**config.mk**
```make
export PLATFORM = sky130hd
export DESIGN_NAME = mux_n_pipe
export DESIGN_NICKNAME = d
export VERILOG_FILES = /design/src/rtl/mux_pkg.sv /design/src/rtl/mux_n_sel.sv /design/src/rtl/mux_n_pipe.sv
export SDC_FILE = /design/constraint.sdc
export NUM_CORES = 1
export LEC_CHECK = 0
export ABC_CLOCK_PERIOD_IN_PS = 2270
export BUFFER_PORTS_ARGS = -buffer_cell sky130_fd_sc_hd__buf_4
export CORE_MARGIN = 5
export CORE_UTILIZATION = 31
export DETAILED_ROUTE_END_ITERATION = 12
export GPL_ROUTABILITY_DRIVEN = 0
export PLACE_DENSITY = 0.59
export SKIP_CTS_REPAIR_TIMING = 1
export SYNTH_ARGS = -nofsm -noshare
export SYNTH_HDL_FRONTEND = slang
export SYNTH_SLANG_ARGS = --single-unit
export TNS_END_PERCENT = 50
```
**constraint.sdc**
```tcl
create_clock -name clk -period 2.27 [get_ports clk]
set_clock_uncertainty 0.15 [all_clocks]
set_input_delay 0.3405 -clock clk [delete_from_list [all_inputs] [get_ports clk]]
set_output_delay 0.3405 -clock clk [all_outputs]
set_load 0.02 [all_outputs]
```
**src/rtl/mux_pkg.sv**
```systemverilog
// Shared definitions for the N-way selector family: select-width helpers
// and the output-stage state encoding.
package mux_pkg;

  typedef enum logic [1:0] {
    EMPTY = 2'd0,
    FULL  = 2'd1,
    SKID  = 2'd2
  } pipe_state_t;

  function automatic int unsigned clog2(input int unsigned v);
    int unsigned r;
    r = 0;
    for (int unsigned i = 0; i < 32; i++) begin
      if ((64'd1 << i) < 64'(v)) r = i + 1;
    end
    return r;
  endfunction

  function automatic int unsigned sel_width(input int unsigned n, input int unsigned onehot);
    return (onehot != 0) ? n : clog2(n);
  endfunction

endpackage

```
**src/rtl/mux_n_sel.sv**
```systemverilog
// Combinational N-way selector with binary or one-hot select and an
// error flag for invalid selects (out of range, none set, or several set).
module mux_n_sel
  import mux_pkg::*;
#(
  parameter int unsigned LENGTH = 32,
  parameter int unsigned N      = 4,
  parameter int unsigned ONEHOT = 0,
  localparam int unsigned SELW  = sel_width(N, ONEHOT)
) (
  input  logic [N*LENGTH-1:0] in_flat,
  input  logic [SELW-1:0]     sel,
  output logic [LENGTH-1:0]   data,
  output logic                err
);

  if (ONEHOT == 0) begin : g_binary
    always_comb begin
      data = '0;
      err  = 1'b1;
      for (int unsigned k = 0; k < N; k++) begin
        if (sel == SELW'(k)) begin
          data = in_flat[k*LENGTH +: LENGTH];
          err  = 1'b0;
        end
      end
    end
  end else begin : g_onehot
    always_comb begin
      int unsigned cnt;
      logic        found;
      data  = '0;
      cnt   = 0;
      found = 1'b0;
      for (int unsigned k = 0; k < N; k++) begin
        if (sel[k]) begin
          cnt = cnt + 1;
          if (!found) begin
            data  = in_flat[k*LENGTH +: LENGTH];
            found = 1'b1;
          end
        end
      end
      err = (cnt != 1);
    end
  end

endmodule

```
**src/rtl/mux_n_pipe.sv**
```systemverilog
// N-way selector behind a valid/ready output stage with a 2-entry skid
// buffer; every output, including in_ready, is driven straight from a flop.
module mux_n_pipe
  import mux_pkg::*;
#(
  parameter int unsigned LENGTH = 32,
  parameter int unsigned N      = 4,
  parameter int unsigned ONEHOT = 0,
  localparam int unsigned SELW  = sel_width(N, ONEHOT)
) (
  input  logic                clk,
  input  logic                reset,
  input  logic                flush,
  input  logic [N*LENGTH-1:0] in_flat,
  input  logic [SELW-1:0]     sel,
  input  logic                in_valid,
  output logic                in_ready,
  output logic [LENGTH-1:0]   out,
  output logic                out_sel_err,
  output logic                out_valid,
  input  logic                out_ready
);

  pipe_state_t       state, state_nx;
  logic [LENGTH-1:0] sel_data, skid_data;
  logic              sel_err, skid_err;
  logic              accept, xfer;
  logic              load_main, main_from_skid, load_skid;

  mux_n_sel #(
    .LENGTH (LENGTH),
    .N      (N),
    .ONEHOT (ONEHOT)
  ) u_sel (
    .in_flat (in_flat),
    .sel     (sel),
    .data    (sel_data),
    .err     (sel_err)
  );

  assign accept = in_valid & in_ready;
  assign xfer   = out_valid & out_ready;

  always_ff @(posedge clk) begin
    if (reset) state <= EMPTY;
    else       state <= state_nx;
  end

  always_comb begin
    state_nx = state;
    if (flush) begin
      state_nx = EMPTY;
    end else begin
      unique case (state)
        EMPTY:   if (accept) state_nx = FULL;
        FULL: begin
          if (!accept && xfer)      state_nx = EMPTY;
          else if (accept && !xfer) state_nx = SKID;
        end
        SKID:    if (xfer) state_nx = FULL;
        default: state_nx = EMPTY;
      endcase
    end
  end

  always_comb begin
    load_main      = 1'b0;
    main_from_skid = 1'b0;
    load_skid      = 1'b0;
    if (!flush) begin
      unique case (state)
        EMPTY: load_main = accept;
        FULL: begin
          load_main = accept & xfer;
          load_skid = accept & ~xfer;
        end
        SKID: begin
          load_main      = xfer;
          main_from_skid = xfer;
        end
        default: ;
      endcase
    end
  end

  // Handshake flags are recomputed from the next state so they come off flops
  // rather than decoding the state register combinationally.
  always_ff @(posedge clk) begin
    if (reset) begin
      out_valid <= 1'b0;
      in_ready  <= 1'b1;
    end else begin
      out_valid <= (state_nx != EMPTY);
      in_ready  <= (state_nx != SKID);
    end
  end

  always_ff @(posedge clk) begin
    if (reset) begin
      out         <= '0;
      out_sel_err <= 1'b0;
      skid_data   <= '0;
      skid_err    <= 1'b0;
    end else begin
      if (load_main) begin
        out         <= main_from_skid ? skid_data : sel_data;
        out_sel_err <= main_from_skid ? skid_err  : sel_err;
      end
      if (load_skid) begin
        skid_data <= sel_data;
        skid_err  <= sel_err;
      end
    end
  end

endmodule

```
== Yosys cells after proc, flatten, opt, wreduce, memory -nomap -nowiden ==
Index checks and enable logic that the tools add are counted.

* Word-level logic and storage cells: 47
* Output and inout bits: 35
* Flip-flop bits (word level): 70
* Input bits: 135

* Multiplexer cells: 22
* Bitwise operators: 5
* Equal/unequal tests: 6
* Reductions and logical operators: 7

{| class="wikitable"
|+ Operators by type and width
! kind !! number
|-
| 2-to-1 mux 32 bit || 5
|-
| 2-to-1 mux 1 bit || 10
|-
| 2-to-1 mux 2 bit || 5
|-
| equality test 2 bit (second input constant) || 3
|-
| case mux 2 bit (3 select lines) || 1
|-
| AND 1 bit || 4
|-
| equality test 2 x 1 -> 1 bit (second input constant) || 2
|-
| logical NOT 2 bit || 2
|-
| case mux 1 bit (3 select lines) || 1
|-
| logical AND 1 bit || 2
|-
| logical NOT 1 bit || 2
|-
| != test 2 bit (second input constant) || 1
|-
| nonzero test 2 bit || 1
|-
| NOT 1 bit || 1
|}

== Longest topological paths before layout ==
Gate-level depths: netlist of the first run.

* Depth in word-level cells: 8
* Gate-level depth with buffers: 6
* Depth with buffers taken out: 4

== By module ==
Synthesis of the first run repeated with hierarchy kept, for this count alone.

* Cells, all modules: 416
* Area total of the unflattened synthesis: 4175.3 sq um

{| class="wikitable"
|+ Modules (own cells, without submodules)
! module !! times used !! cells each !! sequential area each (sq um) !! area each (sq um)
|-
| mux_n_pipe || 1 || 375 || 1401.3 || 3349.5
|-
| mux_n_sel || 1 || 41 || 0.0 || 825.8
|}

== Worst setup path after synthesis of the first run ==
No wires, ideal clock.

* Path type: input to register
* Start point: input port sel[0]
* End point: register out[22]
* Library setup time: 0.114 ns
* Stages on the path: 5
* Setup slack: 0.537 ns
* Buffers on the path: 2
* Data required time: 2.006 ns
* Data arrival time: 1.469 ns
* Path through: buf_6 > buf_6 > mux4_2 > a22o_1 > a21o_1

* Longest elaborated chain between the ends: 6
* Elaborated cells between the ends (all ways): 9
* Classes of those cells: eq/ne: 3; mux: 5; reduce/logical: 1

{| class="wikitable"
|+ Ends and longest elaborated chain
! what !! RTL line !! RTL
|-
| start, declared || mux_n_pipe.sv:15 || <nowiki>input logic [SELW-1:0] sel,</nowiki>
|-
| logical NOT 2 bit || mux_n_sel.sv:22 || <nowiki>if (sel == SELW'(k)) begin</nowiki>
|-
| 2-to-1 mux 32 bit (3 in series) || mux_n_sel.sv:22 ||
|-
| 2-to-1 mux 32 bit (*) || mux_n_sel.sv:22 ||
|-
| 2-to-1 mux 32 bit (*) || mux_n_pipe.sv:106 || <nowiki>out <= main_from_skid ? skid_data : sel_data;</nowiki>
|-
| end signal, assigned || mux_n_pipe.sv:106 ||
|-
| end, declared || mux_n_pipe.sv:18 || <nowiki>output logic [LENGTH-1:0] out,</nowiki>
|}

Every way passes the cells marked *; elsewhere a longest branch is shown, timed or not.
A chain may end at the register's enable or synchronous reset.

== Worst setup path after layout of the first run ==
* Start point: register state[0]
* End point: register out[4]

* Longest elaborated chain between the ends: 4
* Elaborated cells between the ends (all ways): 8
* Classes of those cells: eq/ne: 2; mux: 5; reduce/logical: 1

{| class="wikitable"
|+ Ends and longest elaborated chain
! what !! RTL line !! RTL
|-
| start, declared || mux_n_pipe.sv:24 || <nowiki>pipe_state_t state, state_nx;</nowiki>
|-
| start signal, assigned || mux_n_pipe.sv:46 || <nowiki>else state <= state_nx;</nowiki>
|-
| equality test 2 bit || mux_n_pipe.sv:71 || <nowiki>unique case (state)</nowiki>
|-
| 2-to-1 mux 1 bit || mux_n_pipe.sv:71 ||
|-
| 2-to-1 mux 1 bit || mux_n_pipe.sv:70 || <nowiki>if (!flush) begin</nowiki>
|-
| 2-to-1 mux 32 bit || mux_n_pipe.sv:106 ||
|}

Several ways; a longest one is shown, not always the timed one.

==> impl_metrics.py, run 1 <==
metrics = {
    "global_routing": {
        "grt_antenna_before_repair": 0,
        "grt.overflow.total": 0,
        "grt_pass1_vias": 3340,
        "grt_max_degree": 33,
        "grt_pass1_wl_mm": 16.2,
        "grt_util_all_layers_pct": 15.3,
    },
    "floorplan": {
        "start_util_pct": 31.6,
        "die_area_mm2": 0.0132,
        "num_rows": 38,
        "die_w_um": 115,
        "core_area_mm2": 0.0108,
        "pin_count": 170,
        "die_h_um": 115,
    },
    "setup_path": {
        "endpoint_kind": "register",
        "setup.worst_path.class": "reg -> reg",
        "crit_family": "compound AO/OA/AOI/OAI gates",
        "crit_buf_inv": 0,
        "path_depth": 4,
        "path_cells": "a21bo_2, o2bb2ai_1, nor2_4, a21o_1",
        "crit_slowest_cell": "nor2_4",
        "cp_max_fo": 32,
        "cp.required_ns": 2.40,
        "crit_arrival_ns": 2.07,
        "start_kind": "register",
        "reg2reg_depth": 4,
        "cpPeakStageDelay_ns": 0.63,
    },
    "place": {
        "hpwl_mm": 7.49,
        "io_buffers": 169,
        "placed_cells": 610,
    },
    "sta": {
        "setup_violations": 0,
        "fin_crit_ns": 1.94,
        "rsz0062_at_grt": "false",
        "fin_crit_sh_pct": 85.5,
        "hold_viol": 0,
        "worst_slew_pin_slew_ns": 0.796,
        "slew_violations": 0,
        "clock.fmax_ghz": 0.515,
        "relSlewSlack_pct": 46.8,
        "hold_ws_ns": 0.205,
        "finalSetupTns_ns": 0,
    },
    "pwr": {
        "peakVddDrop_uv": 226,
        "p_seq_share_pct": 47.7,
        "power.internal_uw": 2000,
        "power_density_mw_per_mm2": 548,
        "pwr-share-comb_pct": 20.5,
        "p_switching_uw": 723,
        "pwr-share-clk_pct": 31.8,
        "cellLeakagePower_uw": 0.00233,
        "sw_frac_of_total_pct": 26.6,
    },
    "logic_synthesis": {
        "synth-adder-area-share_pct": 0,
        "synth_cell_types": 29,
        "synth_top_cell_by_area": "dfxtp_1",
        "synth_compound_area_share_pct": 21.4,
        "synth_mux_area_share_pct": 21.4,
        "ys.flop_type": "dfxtp_1",
        "synth_top_area_share_pct": 41.0,
        "synthesis.nets": 455,
        "ys_warn_count": 0,
        "synth_top_family_by_area": "compound AO/OA/AOI/OAI gates",
        "yosys.area_share.simple_pct": 10.7,
        "seq_area_frac_synth_pct": 41.0,
        "synth.most_common_cell": "dfxtp_1",
        "syn_inst": 320,
        "synth_xor_area_share_pct": 0,
        "syn_area_per_cell_um2": 10.7,
        "synth_area_mm2": 0.00342,
        "synthArstFlopShare_pct": 0,
        "synthTopCellsByCount": "dfxtp_1 (70), nand2_1 (66), a21oi_1 (34)",
        "synth_area_leaders": "dfxtp_1 (41%), mux4_2 (21%), a22o_1 (8.2%)",
        "ys_seq_elements": 70,
        "synth_edf_count": 0,
    },
    "route": {
        "route.layer.met1.wl_mm": 3.86,
        "viasPerCell": 5.08,
        "top_layer": "met4",
        "dr.pass1.iters": 4,
        "drc_errors": 0,
        "dr_wl_met2_mm": 5.20,
        "wl_mm": 10.2,
        "met3_length_mm": 1.06,
        "drt_iter0_markers": 110,
        "ant_nets": 0,
        "post_drt_wl_per_cell_um": 16.3,
        "vias": 3181,
    },
    "finish": {
        "insertedDiodeCount": 0,
        "area_delta_synth_final_pct": 45.1,
        "nNetsFinal": 616,
        "fillCellCount": 1057,
        "final_layout_size_suffix_gt1_share_pct": 47.3,
        "final_cell_count_no_fill": 626,
        "final_core_util_pct": 45.8,
    },
    "clocking": {
        "cts_tree": "done",
        "htreeDepth": 3,
        "cts_buffer_depth": 2,
        "cts_made_buffers": 9,
        "cts.sinks": 70,
        "cts_root_buf": "clkbuf_8",
        "clock_latency_ns": 0.33,
        "cts.clk_slew.worst_paths_ns": 0.08,
    },
    "job": {
        "max-cap-violations": 0,
    },
    "min_path": {
        "holdPathStages": 2,
        "hold_class": "in -> reg",
    },
    "run_status": {
        "outcome": "finished clean",
    },
}
==> state kept, by name, indices dropped and copies added, names as in the netlist <==
signal / flops
out: 32
skid_data: 32
state: 2
in_ready: 1
out_sel_err: 1
out_valid: 1
skid_err: 1
==> routing by layer <==
layer / global-route usage (%) / up-vias
li1: - / 1509
met1: 17.4 / 1538
met2: 27.7 / 124
met3: 4.68 / 10
met4: 4.54 / 0
met5: 0 / -
==> final timing paths <==
| kind | slack [ns] | startpoint | to |
|---|---|---|---|
| max | 0.33 | state[0] | out[4] |
| min | 0.21 | flush | in_ready |
| max reg2reg | 0.33 | state[0] | out[4] |
| min reg2reg | 0.30 | skid_data[15] | skid_data[15] |
==> placed cells by master (no fill, tap or decap) <==
| cell | synthesis | final |
|---|---|---|
| buf_4 | 0 | 176 |
| dfxtp_1 | 70 | 70 |
| nand2_1 | 66 | 66 |
| a21oi_1 | 34 | 34 |
| mux4_2 | 32 | 32 |
| a22o_1 | 32 | 32 |
| a21o_1 | 32 | 32 |
| clkbuf_8 | 0 | 9 |
| nor2_1 | 5 | 4 |
| clkinv_2 | 0 | 3 |
| nor3_4 | 0 | 2 |
| and2_1 | 2 | 2 |
| inv_1 | 2 | 2 |
| clkinvlp_4 | 0 | 2 |
| buf_12 | 0 | 2 |
| nand3b_1 | 1 | 1 |
| a21bo_2 | 1 | 1 |
| or3_1 | 1 | 1 |
| mux2_2 | 1 | 1 |
| and3b_1 | 1 | 1 |
| o22ai_1 | 1 | 1 |
| nor4bb_1 | 1 | 1 |
| nand4b_1 | 1 | 1 |
| o2bb2ai_1 | 1 | 1 |
| nor2_4 | 0 | 1 |
| and3_1 | 1 | 1 |
| nor2b_1 | 1 | 1 |
| or4_1 | 1 | 1 |
| o31a_1 | 1 | 1 |
| a2bb2oi_1 | 1 | 1 |
| nor3b_1 | 1 | 1 |
| clkbuf_1 | 5 | 1 |
| clkinv_4 | 0 | 1 |
==> per-stage QoR <==
step           instance area, um^2  setup WS [ns]  total power, uW
2_1_floorplan                 3420          0.537             1610
3_3_place_gp                  4800          0.299             1880
3_5_place_dp                  4800          0.280             1890
4_1_cts                       4960          0.310             2770
5_1_grt                       4960          0.183             2860
6_report                      4960          0.330             2720
==> area by class of cell <==
type | instances | area (um^2) | share of cell area [%]
Clock buffer | 10 | 128 | 2.57
Timing Repair Buffer | 178 | 1360 | 27.4
Inverter | 2 | 7.51 | 0.151
Multi-Input combinational cell | 220 | 1850 | 37.3
Clock inverter | 6 | 38.8 | 0.781
Sequential cell | 70 | 1400 | 28.2
Tap cell | 140 | 175 | 3.53
==> power by group through the flow <==
stage / combinational [uW] / sequential (uW) / clock (uW)
after CTS: 570 / 1300 / 907
after global placement: 556 / 1320 / 0
final: 559 / 1300 / 866
after floorplan: 243 / 1370 / 0
after detailed placement: 567 / 1330 / 0
after global routing: 609 / 1300 / 947
==> cell families (layout without fill, tap and decap cells) <==
kind of cell,Yosys count,after routing
buf+inv,30,196
simple gates,84,84
flops,70,70
compound gates,103,103
mux,33,33
No activity file was read; power rests on OpenSTA's default activity.
==> run 2, diff against run 1 <==
- BUFFER_PORTS_ARGS: -buffer_cell sky130_fd_sc_hd__buf_4 -> default
- CORE_MARGIN: 5 -> default
- DONT_BUFFER_PORTS: default -> 1
- PLACE_DENSITY: 0.59 -> 0.46
==> impl_metrics.py, run 2 (synthesis results as in run 1) <==
metrics = {
    "setup_path": {
        "cp_max_fo": 32,
        "endpoint_kind": "register",
        "timing.rr.start": "out_valid",
        "cp.required_ns": 2.41,
        "path_depth": 4,
        "r2r_end": "out[31]",
        "crit_family": "compound AO/OA/AOI/OAI gates",
        "setup.worst_path.class": "reg -> reg",
        "path_cells": "a21bo_2, o2bb2ai_1, nor2_4, a21o_1",
        "reg2reg_depth": 4,
        "cp-startpoint": "out_valid",
        "cpPeakStageDelay_ns": 0.62,
        "r2r_setup_slack_ns": 0.34,
        "crit_arrival_ns": 2.07,
        "crit_path_end": "out[31]",
        "start_kind": "register",
        "crit_buf_inv": 0,
        "crit_slowest_cell": "nor2_4",
    },
    "finish": {
        "insertedDiodeCount": 0,
        "layout_commonest_cell": "dfxtp_1",
        "top_regs": "out (32), skid_data (32), state (2)",
        "fillCellCount": 1060,
        "final_layout_size_suffix_gt1_share_pct": 18.2,
        "nNetsFinal": 444,
        "final_core_util_pct": 34.8,
        "multi_input_area_mm2": 0.00185,
        "area_delta_synth_final_pct": 6.91,
        "final_cell_count_no_fill": 450,
        "ff_latch_area_mm2": 0.00140,
        "layout_common_cells": "dfxtp_1 (70), nand2_1 (66), a21oi_1 (34)",
    },
    "floorplan": {
        "num_rows": 37,
        "die_h_um": 107,
        "start_util_pct": 32.6,
        "pin_count": 170,
        "die_w_um": 107,
        "die_area_mm2": 0.0115,
        "core_area_mm2": 0.0105,
    },
    "pwr": {
        "peakVddDrop_uv": 221,
        "power_uw": 2460,
        "cellLeakagePower_uw": 0.00149,
        "power_density_mw_per_mm2": 673,
    },
    "sta": {
        "slew_violations": 0,
        "clock.fmax_ghz": 0.518,
        "rsz0062_at_grt": "false",
        "fin_crit_ns": 1.93,
        "finalSetupTns_ns": 0,
        "relSlewSlack_pct": 47.7,
        "hold_ws_ns": 0.0313,
        "worst_slew_pin_slew_ns": 0.782,
        "setup_violations": 0,
        "hold_viol": 0,
        "fin_crit_sh_pct": 85.0,
    },
    "global_routing": {
        "grt_util_all_layers_pct": 14.5,
        "grt_max_degree": 39,
        "grt_pass1_wl_mm": 12.2,
        "grt_antenna_before_repair": 0,
        "grt.overflow.total": 0,
        "grt_pass1_vias": 2412,
    },
    "route": {
        "wl_mm": 8.20,
        "drc_errors": 0,
        "drt_iter0_markers": 71,
        "viasPerCell": 5.39,
        "ant_nets": 0,
        "post_drt_wl_per_cell_um": 18.2,
        "vias": 2426,
        "dr.pass1.iters": 4,
    },
    "clocking": {
        "htreeDepth": 3,
        "cts_root_buf": "clkbuf_8",
        "cts.clk_slew.worst_paths_ns": 0.07,
        "cts_made_buffers": 9,
        "clock_latency_ns": 0.35,
        "cts.sinks": 70,
        "cts_buffer_depth": 2,
        "cts_tree": "done",
    },
    "place": {
        "hpwl_mm": 5.27,
        "placed_cells": 432,
        "io_buffers": 0,
    },
    "job": {
        "max-cap-violations": 0,
    },
    "run_status": {
        "outcome": "finished clean",
    },
    "min_path": {
        "hold_class": "in -> reg",
    },
}
run 2: metal layers:
metal / up-vias / GRT usage (%) / part of all wire (%)
met1: 1104 / 16.2 / 39
met5: - / 0 / 0
li1: 1168 / - / -
met3: 14 / 4.62 / 10
met4: 0 / 7.34 / 2.1
met2: 140 / 24.5 / 49
run 2: worst min path at each step:
stage | startpoint | cells past startpoint | slack [ns] | end
2_1_floorplan | skid_data[0] | 2 | 0.29 | skid_data[0]
3_3_place_gp | reset | 1 | 0.27 | skid_data[23]
3_5_place_dp | reset | 1 | 0.27 | skid_data[26]
4_1_cts | reset | 1 | -0.12 | skid_data[11]
5_1_grt | reset | 2 | 0.02 | out_valid
6_report | reset | 2 | 0.03 | out_valid
run 2: power breakdown:
| part | total (uW) | internal, uW | switching (uW) |
|---|---|---|---|
| clock network | 865 | 417 | 448 |
| registers | 1350 | 1270 | 75.2 |
| logic | 249 | 148 | 100 |
run 2: area by class of cell:
type	instances	area share, %
clock buffers	11	3.86
clock inverters	5	0.684
inverters	2	0.205
multi-input cells	220	50.6
flip-flops and latches	70	38.3
well taps	136	4.65
repair buffers	6	1.64
run 2: worst register-to-register path, stage by stage, from the launching register on:
cell       delay (ns)
dfxtp_1          0.41
a21bo_2          0.30
o2bb2ai_1        0.18
nor2_4           0.62
a21o_1           0.22
run 2: metrics by stage:
step / setup slack, ns / instance area [um^2]
finish: 0.340 / 3660
detailed placement: 0.286 / 3460
floorplan: 0.537 / 3420
CTS: 0.291 / 3630
global placement: 0.335 / 3460
global route: 0.203 / 3660
